`src/rtl/bw_mul_seq.sv`:
```
// bw_mul_seq: sequential Baugh-Wooley multiplier.
// Accumulates one partial-product row per clock into a 2*WIDTH-bit
// accumulator. Handles unsigned operands and, at runtime, two's-complement
// operands. Valid/ready handshakes on the operand and product sides.
// Optional feature macro: BW_MUL_SAT_EN adds the p_sat / sat_flag outputs,
// which carry the product saturated to WIDTH bits.
module bw_mul_seq #(
   parameter int WIDTH = 8,
   parameter int CNT_W = $clog2(WIDTH)
) (
   input  logic               clk,
   input  logic               rst_n,
   input  logic               in_valid,
   output logic               in_ready,
   input  logic [WIDTH-1:0]   a,
   input  logic [WIDTH-1:0]   b,
   input  logic               signed_mode,
   output logic               out_valid,
   input  logic               out_ready,
   output logic [2*WIDTH-1:0] p
`ifdef BW_MUL_SAT_EN
   ,
   output logic [WIDTH-1:0]   p_sat,
   output logic               sat_flag
`endif
);

   typedef enum logic [1:0] {
      IDLE = 2'd0,
      BUSY = 2'd1,
      DONE = 2'd2
   } state_t;

   // Baugh-Wooley correction constant: 2^WIDTH + 2^(2*WIDTH-1).
   localparam logic [2*WIDTH-1:0] BW_CONST =
      {1'b1, {(WIDTH-2){1'b0}}, 1'b1, {WIDTH{1'b0}}};

   state_t               state_r;
   logic [CNT_W-1:0]     cnt_r;
   logic [2*WIDTH-1:0]   acc_r;
   logic [WIDTH-1:0]     a_r;
   logic [WIDTH-1:0]     b_r;
   logic                 mode_r;
   logic                 in_ready_r;
   logic                 out_valid_r;
   logic [2*WIDTH-1:0]   p_r;

   logic                 last_row_s;
   logic [WIDTH-1:0]     row_bits_s;
   logic [2*WIDTH-1:0]   pp_s;
   logic [2*WIDTH-1:0]   const_s;
   logic [2*WIDTH-1:0]   acc_next_s;

`ifdef BW_MUL_SAT_EN
   logic [WIDTH-1:0]     p_sat_r;
   logic                 sat_flag_r;
   logic [WIDTH:0]       sat_s;

   // Saturate a full product to WIDTH bits; returns {clamped, value}.
   function automatic logic [WIDTH:0] sat_fn(input logic [2*WIDTH-1:0] prod,
                                             input logic sgn);
      logic [WIDTH:0] res;
      if (sgn) begin
         // The product fits when its top WIDTH+1 bits are a pure sign extension.
         if ((prod[2*WIDTH-1:WIDTH-1] == {(WIDTH+1){1'b0}}) ||
             (prod[2*WIDTH-1:WIDTH-1] == {(WIDTH+1){1'b1}})) begin
            res = {1'b0, prod[WIDTH-1:0]};
         end else if (prod[2*WIDTH-1]) begin
            res = {1'b1, 1'b1, {(WIDTH-1){1'b0}}};
         end else begin
            res = {1'b1, 1'b0, {(WIDTH-1){1'b1}}};
         end
      end else begin
         if (prod[2*WIDTH-1:WIDTH] == {WIDTH{1'b0}}) begin
            res = {1'b0, prod[WIDTH-1:0]};
         end else begin
            res = {1'b1, {WIDTH{1'b1}}};
         end
      end
      return res;
   endfunction

   // Saturation of the value about to be published as the product.
   always_comb begin
      sat_s = sat_fn(acc_next_s, mode_r);
   end

   assign p_sat    = p_sat_r;
   assign sat_flag = sat_flag_r;
`endif

   // Build partial-product row cnt_r and the next accumulator value.
   always_comb begin
      last_row_s = (cnt_r == CNT_W'(WIDTH-1));
      row_bits_s = {WIDTH{1'b0}};
      // In signed mode only the terms touching exactly one operand's
      // sign bit (column or row WIDTH-1, but not both) are inverted.
      for (int i = 0; i < WIDTH; i++) begin
         row_bits_s[i] = (a_r[i] & b_r[cnt_r]) ^
                         (mode_r & ((i == WIDTH-1) ^ last_row_s));
      end
      pp_s = {{WIDTH{1'b0}}, row_bits_s} << cnt_r;
      if (mode_r && (cnt_r == {CNT_W{1'b0}})) begin
         const_s = BW_CONST;
      end else begin
         const_s = {(2*WIDTH){1'b0}};
      end
      // Carries out of the top bit are dropped: the sum is modulo 2^(2*WIDTH).
      acc_next_s = acc_r + pp_s + const_s;
   end

   // Control FSM, operand capture, row accumulation and registered outputs.
   always_ff @(posedge clk) begin
      if (!rst_n) begin
         state_r     <= IDLE;
         cnt_r       <= {CNT_W{1'b0}};
         acc_r       <= {(2*WIDTH){1'b0}};
         a_r         <= {WIDTH{1'b0}};
         b_r         <= {WIDTH{1'b0}};
         mode_r      <= 1'b0;
         in_ready_r  <= 1'b0;
         out_valid_r <= 1'b0;
         p_r         <= {(2*WIDTH){1'b0}};
`ifdef BW_MUL_SAT_EN
         p_sat_r     <= {WIDTH{1'b0}};
         sat_flag_r  <= 1'b0;
`endif
      end else begin
         case (state_r)
            IDLE: begin
               if (in_valid && in_ready_r) begin
                  a_r        <= a;
                  b_r        <= b;
                  mode_r     <= signed_mode;
                  acc_r      <= {(2*WIDTH){1'b0}};
                  cnt_r      <= {CNT_W{1'b0}};
                  in_ready_r <= 1'b0;
                  state_r    <= BUSY;
               end else begin
                  in_ready_r <= 1'b1;
               end
            end
            BUSY: begin
               acc_r <= acc_next_s;
               if (last_row_s) begin
                  p_r         <= acc_next_s;
                  out_valid_r <= 1'b1;
                  state_r     <= DONE;
`ifdef BW_MUL_SAT_EN
                  p_sat_r     <= sat_s[WIDTH-1:0];
                  sat_flag_r  <= sat_s[WIDTH];
`endif
               end else begin
                  cnt_r <= cnt_r + CNT_W'(1);
               end
            end
            DONE: begin
               // The product is held until the consumer takes it; a new
               // operand can only be accepted from the following IDLE cycle.
               if (out_ready) begin
                  out_valid_r <= 1'b0;
                  in_ready_r  <= 1'b1;
                  state_r     <= IDLE;
`ifdef BW_MUL_SAT_EN
                  sat_flag_r  <= 1'b0;
`endif
               end else begin
                  out_valid_r <= 1'b1;
               end
            end
            default: begin
               state_r     <= IDLE;
               in_ready_r  <= 1'b0;
               out_valid_r <= 1'b0;
            end
         endcase
      end
   end

   assign in_ready  = in_ready_r;
   assign out_valid = out_valid_r;
   assign p         = p_r;

endmodule

```
`config.mk`:
```
export PLATFORM = sky130hd
export DESIGN_NAME = bw_mul_seq
export DESIGN_NICKNAME = d
export VERILOG_FILES = /design/src/rtl/bw_mul_seq.sv
export SDC_FILE = /design/constraint.sdc
export NUM_CORES = 1
export LEC_CHECK = 0
export ABC_AREA = 1
export CORE_MARGIN = 2
export CORE_UTILIZATION = 55
export CTS_CLUSTER_SIZE = 30
export DETAILED_ROUTE_END_ITERATION = 8
export DONT_BUFFER_PORTS = 1
export GPL_ROUTABILITY_DRIVEN = 0
export PLACE_DENSITY = 0.77
export SLEW_MARGIN = 20
export SYNTH_ARGS = -nofsm -noshare
export SYNTH_HDL_FRONTEND = slang
export SYNTH_SLANG_ARGS = --single-unit
```
`constraint.sdc`:
```
create_clock -name clk -period 5 [get_ports clk]
set_clock_uncertainty 0.2 [all_clocks]
set_input_delay 0.75 -clock clk [delete_from_list [all_inputs] [get_ports clk]]
set_output_delay 0.75 -clock clk [all_outputs]
set_load 0.03 [all_outputs]
```
## Word level (Yosys, flattened, before mapping)

Index checks and enable logic that the tools add are counted.

| word-level totals | value |
|---|---|
| register bits | 56 |
| bits of input ports | 21 |
| output and inout bits | 18 |
| logic and storage cells | 72 |

| operators by class | value |
|---|---|
| add/subtract/negate cells | 3 |
| $lt $le $gt $ge | 1 |
| equal/unequal tests | 7 |
| shift operators | 1 |
| multiplexer cells | 18 |
| bitwise operators | 21 |
| reduce and logical (&&, ||, !) cells | 12 |

Operators by type and width:

| operator | number |
|---|---|
| 16-bit adder | 2 |
| 16-bit two-way mux | 2 |
| 16-bit case mux with 2 select lines | 1 |
| 8-bit by 3-bit left shift with 16-bit output | 1 |
| 1-bit bitwise AND | 10 |
| 2-bit AND reduction | 5 |
| 2-bit inequality test (second input constant) | 4 |
| 1-bit XOR | 8 |
| 2-bit two-way mux | 3 |
| 3-bit two-way mux | 2 |
| 1-bit case mux with 3 select lines | 2 |
| 2-bit case mux with 3 select lines | 1 |
| 3-bit case mux with 2 select lines | 1 |
| 3-bit AND reduction | 2 |
| 1-bit two-way mux | 5 |
| 3-bit by 4-bit < comparator with 1-bit output (second input constant) | 1 |
| 3-bit by 1-bit adder with 3-bit output (second input constant) | 1 |
| 1-bit binary-select mux with 3-bit select | 1 |
| 3-bit equality test (second input constant) | 1 |
| 3-bit zero test | 1 |
| 1-bit NOT | 3 |
| 2-bit by 1-bit equality test with 1-bit output (second input constant) | 1 |
| 2-bit equality test (second input constant) | 1 |
| 1-bit logical AND | 2 |
| other kinds (2) | 2 |

## Logic depth before layout (Yosys ltp)

| depth | value |
|---|---|
| depth after elaboration | 8 |
| mapped depth | 24 |
| mapped depth without buffers | 23 |

## Least setup slack after synthesis

No wires, ideal clock.

| timing path | value |
|---|---|
| kind | flip-flop to flip-flop |
| start | register cnt_r[1] |
| end | register p_r[14], in the netlist p[14] |
| library setup time | 56 ps |
| data arrival time | 3,282 ps |
| data required time | 4,744 ps |
| slack | 1,462 ps |
| stages on the path, launching flop included | 22 |
| buffers on the path | 0 |
| clock period less this slack | 3,538 ps |
| cells stage by stage | dfxtp_1 > ha_1 > ha_1 > nand2_1 > inv_1 > nand4_2 > nand3_2 > nand3_1 > nand3_1 > nand2_1 > fa_1 > ha_1 > nand2_1 > inv_1 > a21oi_1 > nor2_1 > nor2_1 > nand2_1 > nand2_1 > nand2_1 > a21o_1 > inv_1 |

| between the ends | value |
|---|---|
| cells in the longest elaborated chain, start to end | 7 |
| elaborated cells between the ends (all ways) | 29 |
| those cells by class | add/sub (2); eq/ne (1); shift (1); mux (3); bitwise (19); reduce/logical (3) |

Ends and longest elaborated chain:

| item | line | text |
|---|---|---|
| from (decl) | 39 | `logic [CNT_W-1:0] cnt_r;` |
| from (signal assigned) | 116 | `cnt_r <= {CNT_W{1'b0}};` |
| from (signal assigned) | 136 | `cnt_r <= {CNT_W{1'b0}};` |
| from (signal assigned) | 154 | `cnt_r <= cnt_r + CNT_W'(1);` |
| 1-bit binary-select mux with 3-bit select / 3-bit equality test (equally long branches) | 99, 94 |  |
| 1-bit two-way mux (implied by the code) / 1-bit NOT (equally long branches) | -- |  |
| 1-bit bitwise AND, on equally long branches | 99, 100 |  |
| 1-bit XOR | 99 | `row_bits_s[i] = (a_r[i] & b_r[cnt_r]) ^` |
| 8-bit by 3-bit left shift with 16-bit output | 102 | `pp_s = {{WIDTH{1'b0}}, row_bits_s} << cnt_r;` |
| 16-bit adder (2 in series) | 109 | `acc_next_s = acc_r + pp_s + const_s;` |
| to (signal assigned) | 123 | `p_r <= {(2*WIDTH){1'b0}};` |
| to (signal assigned) | 146 | `p_r <= acc_next_s;` |
| to (decl) | 46 | `logic [2*WIDTH-1:0] p_r;` |

Parallel ways exist; a longest one is shown, timed or not. The select of a mux whose other input is x is not followed.
A chain may end at the register's enable or synchronous reset.

## Worst setup path after layout

| timing path | value |
|---|---|
| start | register cnt_r[1] |
| end | register p_r[15], in the netlist p[15] |

The elaborated chain is that of the path after synthesis.

==> flow_summary.ini <==
[die]
ios = 39
fp.dieH_microns = 85.96
initial_core_util = 0.5753
die_area_sq_mm = 0.007389
rows = 29
core_sq_mm = 0.006422
die_w_microns = 85.96

[synth]
synth.distinct_cells = 29
ys_seq_area_frac = 0.3034
netlist.area_leader.share = 0.3034
ys_warn_count = 0
ys_seq_elements = 56
synth_top_area_cell = dfxtp_1
syn-num-nets = 586
syn_avg_cell_area_sq_um = 6.998
syn_inst = 528
yosys-top-cells-area = dfxtp_1 30%, ha_1 12%, nand2_1 11%
synth_area_sq_mm = 0.003695

[hold_path]
hp-class = reg -> reg
hold_depth = 2
worstHoldEndpoint = b_r[7]$_SDFFE_PN0P_
hp-start = b_r[7]$_SDFFE_PN0P_

[sta]
fin_tns_setup_ns = 0
finalSetupViolations = 0
whs_ns = 0.2694
rsz0062_at_grt = no
slew_headroom = 0.3941
slew_violations = 0
post-route-period-util = 0.8876
max_freq_mhz = 225.3
final_hold_viol_count = 0
fin_crit_ns = 4.438
worst_pin_slew_ns = 0.9078

[drt]
routed_wl_mm = 8.345
vias = 3428
drc = 0
dr.pass1.iters = 5
drt_iter0_markers = 227
postRouteAntennaNets = 0
vias_per_cell = 5.800
wl_per_cell_microns = 14.12

[cts]
hold_buffers = 0
root_buffer = clkbuf_8
post_cts_resized = 0
htreeDepth = 2
clock_latency_ns = 0.32
ctsLongestPathBuffers = 2
cts_tree = built
clkTransAtPathRegs_ns = 0.10
cts_buffers = 5
clock-sinks = 56
post_cts_buffers = 0

[power]
p_clk_frac = 0.171
power.internal_uw = 806.5
p_leak_nw = 1.946
peakVddDrop_v = 0.0003306
p_total_mw = 1.501
p_seq_frac = 0.392
switching_share = 0.4625
power.density_mw_per_mm2 = 397.1
power.switching_uw = 694.1
combPwrFrac = 0.437

[critical_path]
crit_fanout = 15
max_stage_delay_ns = 0.70
crit_path_end_kind = flop
crit_slowest_cell = dfxtp_1
cp_cell_sequence = ha_1 > ha_1 > nand2_1 > inv_1 > nand4_2 > nand3_1 > nand2_1 > nand2_1 > nor2_1 > ha_1 > ha_1 > fa_1 > nand3_1 > nand2_1 > nand3_1 > nand2_1 > nand3_1 > nand2_1 > nand2_1 > nand2_1 > o21ai_0 > inv_1
cp.arrival_ns = 4.45
critPathTopFamily = simple AND/OR/NAND/NOR gates
crit_required_ns = 5.01
critPathKind = reg -> reg
crit_top_cell = nand2_1
regToRegEndpoint = p[15]$_SDFFE_PN0P_
rrSetupSlack_ns = 0.56
reg2reg_depth = 22
startpoint_type = flop
r2r-start = cnt_r[1]$_SDFFE_PN0P_
cp_num_buf_inv = 2

[place]
dp_hpwl_mm = 6.382
port_buffers = 0

[outcome]
status = complete, no violations

[layout]
fin_nets = 571
area_delta_synth_final_pct = 2.269
fin_util = 0.5884
drive_above_1_share = 0.05837
n_antenna_cell = 0

[flow_run]
max_cap_violations = 0

[global_route]
grt_pass1_wl_mm = 14.46
overflow = 0
gr-usage-all-layers = 0.2396
antenna_found_initial = 0
grt_pass1_vias = 3263
grt_max_degree = 36
[final cells by class]
class                           count  area (sq um)
Clock buffer                        5         68.82
Sequential cell                    56          1121
Clock inverter                      3         22.52
Tap cell                           77         96.34
Inverter                           56         210.2
Multi-Input combinational cell    394          2260
Fill cell                         609          2644
[routing by layer]
| layer | GRT usage | part of all wire | vias up | wire length [microns] |
|---|---|---|---|---|
| met1 | 0.3161 | 0.47 | 1595 | 3925 |
| met2 | 0.3883 | 0.46 | 77 | 3847 |
| li1 | - | - | 1737 | - |
| met3 | 0.04235 | 0.040 | 19 | 337 |
| met4 | 0.09380 | 0.028 | 0 | 235 |
| met5 | 0 | 0 | - | 0 |
[cell families after synthesis]
family	share of synthesized area
AO/OA/AOI/OAI	0.1466
XOR/XNOR	0.02134
adder cells (fa/ha/maj)	0.1294
buffers and inverters	0.08703
flip-flops	0.3034
AND/OR/NAND/NOR	0.3122
[sequential cells by signal, summed over array words and instances, names as in the netlist]
signal     flops
mode_r         1
state_r        2
p             16
b_r            8
cnt_r          3
a_r            8
acc_r         16
out_valid      1
in_ready       1
[power groups by stage]
stage,registers (mW),clock network (mW),logic (mW)
6_report,0.588,0.256,0.656
4_1_cts,0.585,0.266,0.649
5_1_grt,0.598,0.282,0.748
2_1_floorplan,0.562,0,0.572
3_3_place_gp,0.591,0,0.631
3_5_place_dp,0.596,0,0.646
[through the flow]
stage | setup slack [ns] | instance area [sq um] | cells
after CTS | 0.6068 | 3771 | 591
after floorplan | 1.462 | 3695 | 528
after global routing | 0.1286 | 3779 | 591
final | 0.5618 | 3779 | 591
after detailed placement | 0.6401 | 3680 | 583
after global placement | 0.8046 | 3680 | 583
[cell usage after synthesis (all sizes together)]
master	instances
nand2	111
nand3	74
dfxtp	56
inv	56
a21oi	52
nor2	45
o21ai	37
ha	35
clkbuf	13
nand4	11
buf	9
xor2	6
nor3	4
o21bai	4
a211oi	3
o211ai	3
xnor2	3
a21o	2
fa	2
a31oi	1
nand3b	1
[worst max path at each step]
| stage | startpoint | endpoint | slack [ns] | depth (start not counted) |
|---|---|---|---|---|
| 2_1_floorplan | cnt_r[1]$_SDFFE_PN0P_ | p[14]$_SDFFE_PN0P_ | 1.46 | 21 |
| 3_3_place_gp | cnt_r[1]$_SDFFE_PN0P_ | p[11]$_SDFFE_PN0P_ | 0.80 | 22 |
| 3_5_place_dp | cnt_r[1]$_SDFFE_PN0P_ | p[15]$_SDFFE_PN0P_ | 0.64 | 22 |
| 4_1_cts | cnt_r[1]$_SDFFE_PN0P_ | p[15]$_SDFFE_PN0P_ | 0.61 | 22 |
| 5_1_grt | cnt_r[1]$_SDFFE_PN0P_ | p[15]$_SDFFE_PN0P_ | 0.13 | 19 |
| 6_report | cnt_r[1]$_SDFFE_PN0P_ | p[15]$_SDFFE_PN0P_ | 0.56 | 22 |
[worst reg2reg max path, cell delays in order, from the launching register on]
cell	delay, ns
dfxtp_1	0.70
ha_1	0.28
ha_1	0.23
nand2_1	0.23
inv_1	0.33
nand4_2	0.16
nand3_1	0.15
nand2_1	0.09
nand2_1	0.06
nor2_1	0.06
ha_1	0.30
ha_1	0.23
fa_1	0.41
nand3_1	0.11
nand2_1	0.13
nand3_1	0.10
nand2_1	0.10
nand3_1	0.11
nand2_1	0.06
nand2_1	0.06
nand2_1	0.07
o21ai_0	0.15
inv_1	0.05
[cells in the final DEF (no fill, tap or decap), types with 4 or more instances in the layout]
master    netlist  routed
nand4_1         4       4
clkbuf_8        0       5
nand4_2         7       7
a21oi_1        52      52
inv_1          54      54
nand2_1       109     109
nor2_1         45      44
nand3_2         8       9
nand3_1        65      64
dfxtp_1        56      56
o21bai_1        4       4
xor2_1          6       6
nor3_1          4       4
o21ai_0        36      36
ha_1           35      35
(Power assumes the default switching activity.)
